===== src/rtl/fifo_ctrl_pkg.sv =====
// Shared state type, sizing helpers and default sizes
// for the FIFO write arbiter and its round-robin picker.
package fifo_ctrl_pkg;

  typedef enum logic {
    IDLE = 1'b0,
    HOLD = 1'b1
  } state_e;

  function automatic int cred_w(input int depth);
    return $clog2(depth) + 1;
  endfunction

  function automatic int ptr_w(input int n);
    return $clog2(n);
  endfunction

  function automatic int wrap_inc(input int i, input int n);
    return (i + 1 >= n) ? 0 : i + 1;
  endfunction

  localparam int N_REQ_DEF = 4;
  localparam int DEPTH_DEF = 8;
  localparam int CRED_W    = cred_w(DEPTH_DEF);
  localparam int PTR_W     = ptr_w(N_REQ_DEF);

endpackage


===== src/rtl/fifo_wr_arbiter_rr_pick.sv =====
// Combinational round-robin picker: first eligible
// requester scanning upward from start, with wrap.
module rr_pick
  import fifo_ctrl_pkg::*;
#(
  parameter int N_REQ = N_REQ_DEF,
  parameter int PW    = PTR_W
) (
  input  logic [N_REQ-1:0] req,
  input  logic [PW-1:0]    start,
  input  logic [N_REQ-1:0] mask,
  output logic [N_REQ-1:0] onehot,
  output logic [PW-1:0]    idx,
  output logic             valid
);

  logic [N_REQ-1:0] elig;

  assign elig = req & mask;

  always_comb begin
    int j;
    onehot = '0;
    idx    = '0;
    valid  = 1'b0;
    j      = 0;
    for (int i = 0; i < N_REQ; i++) begin
      j = int'(start) + i;
      if (j >= N_REQ) j = j - N_REQ;
      if (!valid && elig[PW'(j)]) begin
        valid          = 1'b1;
        idx            = PW'(j);
        onehot[PW'(j)] = 1'b1;
      end
    end
  end

endmodule


===== src/rtl/fifo_wr_arbiter.sv =====
// Round-robin, burst-limited write arbiter for a shared
// SyncFIFO write port, with its own free-entry credit count.
module fifo_wr_arbiter
  import fifo_ctrl_pkg::*;
#(
  parameter int N_REQ      = N_REQ_DEF,
  parameter int DATA_WIDTH = 32,
  parameter int DEPTH_FIFO = DEPTH_DEF,
  parameter int BURST_LEN  = 2
) (
  input  logic                        clk,
  input  logic                        rst,
  input  logic [N_REQ-1:0]            req,
  input  logic [N_REQ*DATA_WIDTH-1:0] req_data,
  output logic [N_REQ-1:0]            gnt,
  output logic                        fifo_cs,
  output logic                        fifo_wr_en,
  output logic [DATA_WIDTH-1:0]       fifo_data,
  input  logic                        fifo_pop,
  output logic [$clog2(DEPTH_FIFO):0] credits,
  output logic                        err_underflow
);

  localparam int CW = cred_w(DEPTH_FIFO);
  localparam int PW = ptr_w(N_REQ);
  localparam int BW = $clog2(BURST_LEN) + 1;

  localparam logic [BW-1:0] BL_V   = BW'(BURST_LEN);
  localparam logic [CW-1:0] FULL_V = CW'(DEPTH_FIFO);

  state_e state_q, state_d;

  logic [PW-1:0]         owner_q, owner_d;
  logic [PW-1:0]         rr_q, rr_d;
  logic [BW-1:0]         burst_q, burst_d;
  logic [CW-1:0]         cred_q, cred_d;
  logic                  err_q;
  logic                  we_q;
  logic [DATA_WIDTH-1:0] data_q;

  logic                  cred_ok;
  logic                  cred_full;
  logic                  pop_ok;
  logic                  acc;
  logic [PW-1:0]         win_idx;
  logic [PW-1:0]         owner_inc;
  logic [PW-1:0]         pick_inc;
  logic [PW-1:0]         pick_start;
  logic [N_REQ-1:0]      own_oh;
  logic [N_REQ-1:0]      pick_oh;
  logic [PW-1:0]         pick_idx;
  logic                  pick_vld;
  logic [DATA_WIDTH-1:0] slot [N_REQ];

  for (genvar g = 0; g < N_REQ; g++) begin : g_slot
    assign slot[g] = req_data[g*DATA_WIDTH +: DATA_WIDTH];
  end

  assign cred_ok   = (cred_q != '0);
  assign cred_full = (cred_q == FULL_V);
  assign pop_ok    = fifo_pop && !cred_full;
  assign owner_inc = PW'(wrap_inc(int'(owner_q), N_REQ));
  assign pick_inc  = PW'(wrap_inc(int'(pick_idx), N_REQ));
  assign own_oh    = {{(N_REQ-1){1'b0}}, 1'b1} << owner_q;

  // On release the old owner becomes lowest priority.
  assign pick_start = (state_q == HOLD) ? owner_inc : rr_q;

  rr_pick #(
    .N_REQ (N_REQ),
    .PW    (PW)
  ) u_pick (
    .req    (req),
    .start  (pick_start),
    .mask   ({N_REQ{cred_ok}}),
    .onehot (pick_oh),
    .idx    (pick_idx),
    .valid  (pick_vld)
  );

  always_comb begin
    state_d = state_q;
    owner_d = owner_q;
    burst_d = burst_q;
    rr_d    = rr_q;
    gnt     = '0;
    win_idx = owner_q;
    unique case (state_q)
      IDLE: begin
        if (pick_vld) begin
          gnt     = pick_oh;
          win_idx = pick_idx;
          owner_d = pick_idx;
          burst_d = BW'(1);
          if (BURST_LEN > 1) state_d = HOLD;
          else               rr_d    = pick_inc;
        end
      end
      HOLD: begin
        if (cred_ok) begin
          if (req[owner_q] && burst_q < BL_V) begin
            gnt     = own_oh;
            burst_d = burst_q + BW'(1);
          end else begin
            rr_d = owner_inc;
            if (pick_vld) begin
              gnt     = pick_oh;
              win_idx = pick_idx;
              owner_d = pick_idx;
              burst_d = BW'(1);
            end else begin
              state_d = IDLE;
              burst_d = '0;
            end
          end
        end
      end
      default: state_d = IDLE;
    endcase
  end

  assign acc = |gnt;

  always_comb begin
    cred_d = cred_q;
    unique case ({acc, pop_ok})
      2'b10:   cred_d = cred_q - CW'(1);
      2'b01:   cred_d = cred_q + CW'(1);
      default: cred_d = cred_q;
    endcase
  end

  always_ff @(posedge clk) begin
    if (rst) begin
      state_q <= IDLE;
      owner_q <= '0;
      rr_q    <= '0;
      burst_q <= '0;
      cred_q  <= FULL_V;
      err_q   <= 1'b0;
      we_q    <= 1'b0;
      data_q  <= '0;
    end else begin
      state_q <= state_d;
      owner_q <= owner_d;
      rr_q    <= rr_d;
      burst_q <= burst_d;
      cred_q  <= cred_d;
      we_q    <= acc;
      if (acc) data_q <= slot[win_idx];
      if (fifo_pop && cred_full) err_q <= 1'b1;
    end
  end

  assign fifo_wr_en    = we_q;
  assign fifo_cs       = we_q;
  assign fifo_data     = data_q;
  assign credits       = cred_q;
  assign err_underflow = err_q;

endmodule


===== config.mk =====
export PLATFORM = sky130hd
export DESIGN_NAME = fifo_wr_arbiter
export DESIGN_NICKNAME = d
export VERILOG_FILES = /design/src/rtl/fifo_ctrl_pkg.sv /design/src/rtl/fifo_wr_arbiter_rr_pick.sv /design/src/rtl/fifo_wr_arbiter.sv
export SDC_FILE = /design/constraint.sdc
export NUM_CORES = 1
export LEC_CHECK = 0
export ABC_AREA = 1
export CAP_MARGIN = 10
export CORE_MARGIN = 2
export CORE_UTILIZATION = 50
export CTS_CLUSTER_SIZE = 16
export DETAILED_ROUTE_END_ITERATION = 8
export PLACE_DENSITY = 0.89
export REMOVE_ABC_BUFFERS = 1
export SLEW_MARGIN = 20
export SYNTH_ARGS = -nofsm -noshare
export SYNTH_HDL_FRONTEND = slang
export SYNTH_HIERARCHICAL = 1
export SYNTH_SLANG_ARGS = --single-unit

===== constraint.sdc =====
create_clock -name clk -period 9.9 [get_ports clk]
set_clock_uncertainty 0.05 [all_clocks]
set_input_delay 1.485 -clock clk [delete_from_list [all_inputs] [get_ports clk]]
set_output_delay 1.485 -clock clk [all_outputs]
set_load 0.01 [all_outputs]

# --- Word-level counts from Yosys, hierarchy flattened ---
# Index checks and enable logic that the tools add are counted.
word_totals:
  in_bits: 135
  output_inout_bits: 43
  register_bits: 45
op_classes:
  n_lt_le_gt_ge: 16
  muxes: 64
  n_reduce_logical: 19
  n_eq_ne: 6
  shifts: 1
  add_sub_neg: 11
  n_bitwise: 6
op_table:
  columns: ["op", "count"]
  rows:
  - ["binary-select mux 32 bit (select 2 bit)", 1]
  - ["two-way mux 32 bit", 2]
  - ["two-way mux 2 bit", 19]
  - ["two-way mux 4 bit", 7]
  - ["two-way mux 1 bit", 21]
  - ["< comparator 2 x 4 -> 1 bit (second input constant)", 4]
  - ["case mux 4 bit (2 select lines)", 2]
  - [">= comparator 3 bit (second input constant)", 5]
  - ["OR 4 bit", 3]
  - ["binary-select mux 1 bit (select 2 bit)", 5]
  - ["logical AND 1 bit", 10]
  - ["demux 1 bit (select 2 bit)", 4]
  - [">= comparator 2 x 1 -> 1 bit (second input constant)", 4]
  - ["case mux 2 bit (2 select lines)", 2]
  - ["subtractor 2 x 1 -> 2 bit (second input constant)", 4]
  - ["adder 2 x 1 -> 3 bit (second input constant)", 2]
  - ["adder 2 x 2 -> 3 bit (second input constant)", 2]
  - ["adder 4 x 1 -> 4 bit (second input constant)", 1]
  - ["bitwise AND 4 bit", 1]
  - ["== test 4 bit (second input constant)", 1]
  - ["logical NOT 1 bit", 4]
  - ["inequality test 2 bit (second input constant)", 2]
  - ["nonzero test 4 bit", 1]
  - ["OR reduction 4 bit", 1]
  - ["15 further kinds", 15]

# --- Longest topological paths before layout ---
logic_depth:
  word_depth: 27
  depth_mapped: 31
  depth_no_buf: 29

# --- Hierarchy ---
# Netlist, hierarchy kept.
by_module_without_submodules:
  columns: ["mod", "area_each_um2", "cells_per_inst", "instances"]
  rows:
  - ["fifo_wr_arbiter", 4195.3, 698, 1]
  - ["rr_pick", 645.6, 102, 1]

# --- Worst setup path after synthesis ---
# No wires, ideal clock.
synth_path:
  path_type: "flip-flop to flip-flop"
  start: "register owner_q[0]"
  end: "register cred_q[3], in the netlist credits[3]"
  t_arrival_ns: 4.381
  stages_incl_launch_ff: 31
  path_slack_ns: 5.337
  setup_ns: 0.132
  n_path_buf: 3
  cell_sequence: "dfxtp_1 inv_2 ha_1 nand2_1 o21ai_0 inv_2 ha_1 buf_12 inv_1 nand2_2 nand2_4 nor2_8 nand3b_1 buf_1 nand2_1 nand2_1 nand3_1 nand2_1 nor2_4 nand2_2 buf_6 inv_1 ha_1 inv_1 ha_1 nand2_1 nor2_1 a211oi_1 xor2_1 nand2_1 nand3_1"
synth_via:
  elab_chain_cells: 26
  word_cells_on_any_way: 81
synth_lines:
  columns: ["element", "line", "text"]
  rows:
  - ["start: declaration", "fifo_wr_arbiter.sv:33", "logic [PW-1:0] owner_q, owner_d;"]
  - ["start signal: assignment", "fifo_wr_arbiter.sv:145", "owner_q <= owner_d;"]
  - ["adder 2 x 1 -> 3 bit (*)", "fifo_ctrl_pkg.sv:19", "return (i + 1 >= n) ? 0 : i + 1;"]
  - [">= comparator 3 bit", "fifo_ctrl_pkg.sv:19", null]
  - ["two-way mux 2 bit (*)", "fifo_ctrl_pkg.sv:19", null]
  - ["via owner_inc[1]", "fifo_wr_arbiter.sv:46", "logic [PW-1:0] owner_inc;"]
  - ["two-way mux 2 bit (*)", "fifo_wr_arbiter.sv:67", "assign pick_start = (state_q == HOLD) ? owner_inc : rr_q;"]
  - ["via pick_start[1]", "fifo_wr_arbiter.sv:48", "logic [PW-1:0] pick_start;"]
  - ["branches (longest 14 deep; another with adder 2 x 1 -> 3 bit)", null, null]
  - ["two-way mux 1 bit (*)", "fifo_wr_arbiter_rr_pick.sv:30", "if (!valid && elig[PW'(j)]) begin"]
  - ["via pick_vld", "fifo_wr_arbiter.sv:52", "logic pick_vld;"]
  - ["two-way mux 4 bit (*)", "fifo_wr_arbiter.sv:90, fifo_wr_arbiter.sv:106", null]
  - ["two-way mux 4 bit", "fifo_wr_arbiter.sv:101", "if (req[owner_q] && burst_q < BL_V) begin"]
  - ["two-way mux 4 bit", "fifo_wr_arbiter.sv:100", "if (cred_ok) begin"]
  - ["case mux 4 bit (2 select lines) (*)", "fifo_wr_arbiter.sv:88", "unique case (state_q)"]
  - ["via gnt[1]", "fifo_wr_arbiter.sv:15", "output logic [N_REQ-1:0] gnt,"]
  - ["OR reduction 4 bit (*)", "fifo_wr_arbiter.sv:122", "assign acc = |gnt;"]
  - ["== test 2 x 1 -> 1 bit or == test 2 bit (tied branches)", "fifo_wr_arbiter.sv:126", "unique case ({acc, pop_ok})"]
  - ["case mux 4 bit (2 select lines) or nonzero test 2 bit (tied branches)", null, null]
  - ["end signal: assignment", "fifo_wr_arbiter.sv:148", "cred_q <= cred_d;"]
  - ["end: declaration", "fifo_wr_arbiter.sv:36", "logic [CW-1:0] cred_q, cred_d;"]
# Mark *: on every way through the listed nets, which the timed path passes. The select of a mux whose other input is x is not followed.
# A chain may end at the register's enable or synchronous reset.

# --- Worst setup path after layout ---
layout_path:
  start: "input req[3]"
  end: "register cred_q[3], in the netlist credits[3]"
layout_via:
  elab_chain_cells: 21
  word_cells_on_any_way: 42
layout_lines:
  columns: ["element", "line", "text"]
  rows:
  - ["start: declaration", "fifo_wr_arbiter.sv:13", "input logic [N_REQ-1:0] req,"]
  - ["bitwise AND 4 bit (*)", "fifo_wr_arbiter_rr_pick.sv:19", "assign elig = req & mask;"]
  - ["binary-select mux 1 bit (select 2 bit)", "fifo_wr_arbiter_rr_pick.sv:30", null]
  - ["two-way mux 1 bit (implied by the code) (2 in a row)", "fifo_wr_arbiter_rr_pick.sv:30", null]
  - ["two-way mux 1 bit", "fifo_wr_arbiter_rr_pick.sv:30", null]
  - ["logical NOT 1 bit", "fifo_wr_arbiter_rr_pick.sv:30", null]
  - ["logical AND 1 bit", "fifo_wr_arbiter_rr_pick.sv:30", null]
  - ["two-way mux 1 bit", "fifo_wr_arbiter_rr_pick.sv:30", null]
  - ["logical NOT 1 bit", "fifo_wr_arbiter_rr_pick.sv:30", null]
  - ["[... 5 more ...]", null, null]
  - ["via pick_vld", "fifo_wr_arbiter.sv:52", null]
  - ["two-way mux 4 bit (*)", "fifo_wr_arbiter.sv:90, fifo_wr_arbiter.sv:106", null]
  - ["two-way mux 4 bit", "fifo_wr_arbiter.sv:101", null]
  - ["two-way mux 4 bit", "fifo_wr_arbiter.sv:100", null]
  - ["case mux 4 bit (2 select lines) (*)", "fifo_wr_arbiter.sv:88", null]
  - ["OR reduction 4 bit (*)", "fifo_wr_arbiter.sv:122", null]
  - ["== test 2 x 1 -> 1 bit or == test 2 bit (tied branches)", "fifo_wr_arbiter.sv:126", null]
  - ["case mux 4 bit (2 select lines) or nonzero test 2 bit (tied branches)", null, null]
# Mark *: on every way through the listed nets, which the timed path passes. The rest lies on a longest branch. The select of a mux whose other input is x is not followed.

==> results.toml <==
[place]
dp.final_hpwl_um = 10580
dp.cells = 1066
place_congestion = 0.9159
io_buffers = 177

[final_layout]
n_fill_cell = 831
finalNetCount = 1095
stdcell_count = 1074
multi_input_area_um2 = 2816
post-route-util_pct = 70.09
final_cell_mix = "nand3_1 (195), inv_1 (191), clkdlybuf4s50_1 (177)"
drive_gt1_share_pct = 5.503
area_delta_synth_final_pct = 35.05
final_common_cell = "nand3_1"
diodes = 0
regArea_um2 = 900.9

[synthesis]
ys_async_sr_fraction_pct = 0
post_synth_instance_area_um2 = 4841
synth.distinct_cells = 34
synth_edf_count = 0
synthFlopType = "dfxtp_1"
ys_seq_area_share_pct = 18.61
syn_avg_cell_area_um2 = 6.051
ys_ff_latch = 45
synth_cells = 800
ys_warn_count = 6

[die]
initial_core_util_pct = 51.90
ios = 178
rows = 35
die_y_um = 102.4
core_area_um2 = 9328
die_x_um = 102.4
die_area_um2 = 10480

[critical_path]
ff2ff_path_depth = 28
critical_path.max_stage_delay_ns = 0.59
endpoint = "credits[3]$_SDFFE_PP1P_"
critPathKind = "primary input to flop"
crit_top_cell = "nand2_1"
path_delay_family = "simple AND/OR/NAND/NOR gates"
critPathMaxFanout = 33
cp-start-kind = "primary input"
cp.required_ns = 10.02
critPathArrivalTime_ns = 5.94
r2r_slack_ns = 4.12
path_cells = "clkdlybuf4s50_1 -> nand2_1 -> nand2_1 -> nand3_2 -> nand2_4 -> nor2_8 -> nand3b_1 -> nand2_1 -> nand2_1 -> nand3_1 -> nand2_2 -> nor2_4 -> nand2_2 -> inv_1 -> ha_1 -> inv_1 -> ha_1 -> nand2_1 -> nor2_1 -> a211oi_1 -> xor2_1 -> nand2_1 -> nand3_1"
end_kind = "flop"
r2r_end = "credits[3]$_SDFFE_PP1P_"
path_buf_inv = 3
reg2reg_from = "owner_q[0]$_SDFF_PP0_"
cp_slowest_cell = "nand2_2"
worst-path-stages = 23
cp-startpoint = "req[3]"

[global_routing]
antenna_found_initial = 0
overflow = 0
grt_start_max_net_pins = 65
grt_pass1_wl_um = 22370
grt_pass1_vias = 4868
grt.total_usage_pct = 26.63

[sta]
hold_slack_ns = 0.4140
fin_tns_setup_ns = 0
finalSetupViolCount = 0
fin_crit_sh_pct = 58.71
hold_viol_final = 0
slew_viol_final = 0
fmax_mhz = 172.0
fin_crit_ns = 5.812
rsz0062_at_grt = "no"
worst_slew_pin_slew_ns = 0.8093
max_slew_margin_pct = 45.92

[clocking]
cts_buffers = 5
clk_pin_slew_ns = 0.09
ctsHoldBuffers = 0
ctsRootBufferMaster = "clkbuf_8"
cts_tree = "built"
cts_setup_buffers = 0
h-tree-depth = 2
clock_latency_ns = 0.31
ctsLongestPathBuffers = 2
cts_sinks = 45
cts_resized = 0

[detailed_routing]
num_vias = 5415
drt-initial-drc-count = 322
drtPass1Iterations = 5
drc = 0
viasPerCell = 5.042
ant_nets = 0
drt_wl_total_um = 14380
wl_per_cell_um = 13.38

[worst_hold_path]
hp-class = "flop to flop"

[job]
cap_violations = 0

[run_status]
outcome = "completed"
-- routing by layer --
metal	vias to the layer above	global-route usage (%)	wire length [um]
met5	-	0	0
met4	0	7.795	332
met3	23	5.267	1056
met2	190	46.05	6988
met1	2423	33.63	5998
li1	2779	-	-
-- registers in the layout, indices dropped and copies added, names as in the netlist --
name / cells
burst_q: 2
credits: 4
err_underflow: 1
fifo_cs: 1
fifo_data: 32
owner_q: 2
rr_q: 2
state_q: 1
-- layout make-up --
type	instances	share of cell area [%]
Clock inverter	1	0.1148
Multi-Input combinational cell	510	43.08
Tap cell	129	2.469
Sequential cell	45	13.78
Timing Repair Buffer	184	27.90
Inverter	198	11.48
Clock buffer	7	1.167
-- worst min-delay path by stage --
stage                     depth (start not counted)                  startpoint  slack, ns                          to
final                                             2        rr_q[1]$_SDFFE_PP0P_       0.41        rr_q[1]$_SDFFE_PP0P_
after floorplan                                   2        rr_q[1]$_SDFFE_PP0P_       0.38        rr_q[1]$_SDFFE_PP0P_
after global routing                              2        rr_q[1]$_SDFFE_PP0P_       0.44        rr_q[1]$_SDFFE_PP0P_
after CTS                                         2        rr_q[1]$_SDFFE_PP0P_       0.42        rr_q[1]$_SDFFE_PP0P_
after global placement                            2  err_underflow$_SDFFE_PP0P_       0.39  err_underflow$_SDFFE_PP0P_
after detailed placement                          2        rr_q[1]$_SDFFE_PP0P_       0.41        rr_q[1]$_SDFFE_PP0P_
-- logic make-up after synthesis --
| logic type | after synthesis | share of synthesized area [%] |
|---|---|---|
| adders and majority gates | 16 | 4.291 |
| and+or+nand+nor | 468 | 50.61 |
| AOI/OAI and AO/OA | 23 | 2.740 |
| DFF | 45 | 18.61 |
| xor gates and xnor gates | 3 | 0.5429 |
| buffers and inverters | 245 | 23.21 |
-- synth_stat cells (all sizes together) (2+ instances only) --
cell type | number | area (um^2)
nand3b | 68 | 510.5
xor2 | 3 | 26.28
ha | 15 | 187.7
nand4 | 8 | 50.05
nand3 | 203 | 1079
nor3 | 2 | 15.01
nor2 | 25 | 132.6
clkbuf | 4 | 15.01
inv | 198 | 750.7
dfxtp | 45 | 900.9
nand2 | 161 | 656.9
a21oi | 8 | 40.04
a31oi | 2 | 12.51
o21ai | 10 | 57.56
buf | 43 | 357.8
-- stage by stage --
stage	worst slack [ns]	instance area, um^2
2_1_floorplan	4.252	4468
3_3_place_gp	3.919	6454
3_5_place_dp	3.744	6454
4_1_cts	4.052	6538
5_1_grt	3.509	6538
6_report	4.088	6538
-- worst register-to-register path: cells and delay by family (launching register included) --
family	cells	cell delay, ns
buffers and inverters	6	0.86
adders and majority gates	4	1.31
and+or+nand+nor	15	2.54
xor gates and xnor gates	1	0.10
AOI/OAI and AO/OA	2	0.30
DFF	1	0.46
Power is left out: the tool's default activity adds up to more than one toggle a clock period on the data nets, which glitch-free logic cannot reach.
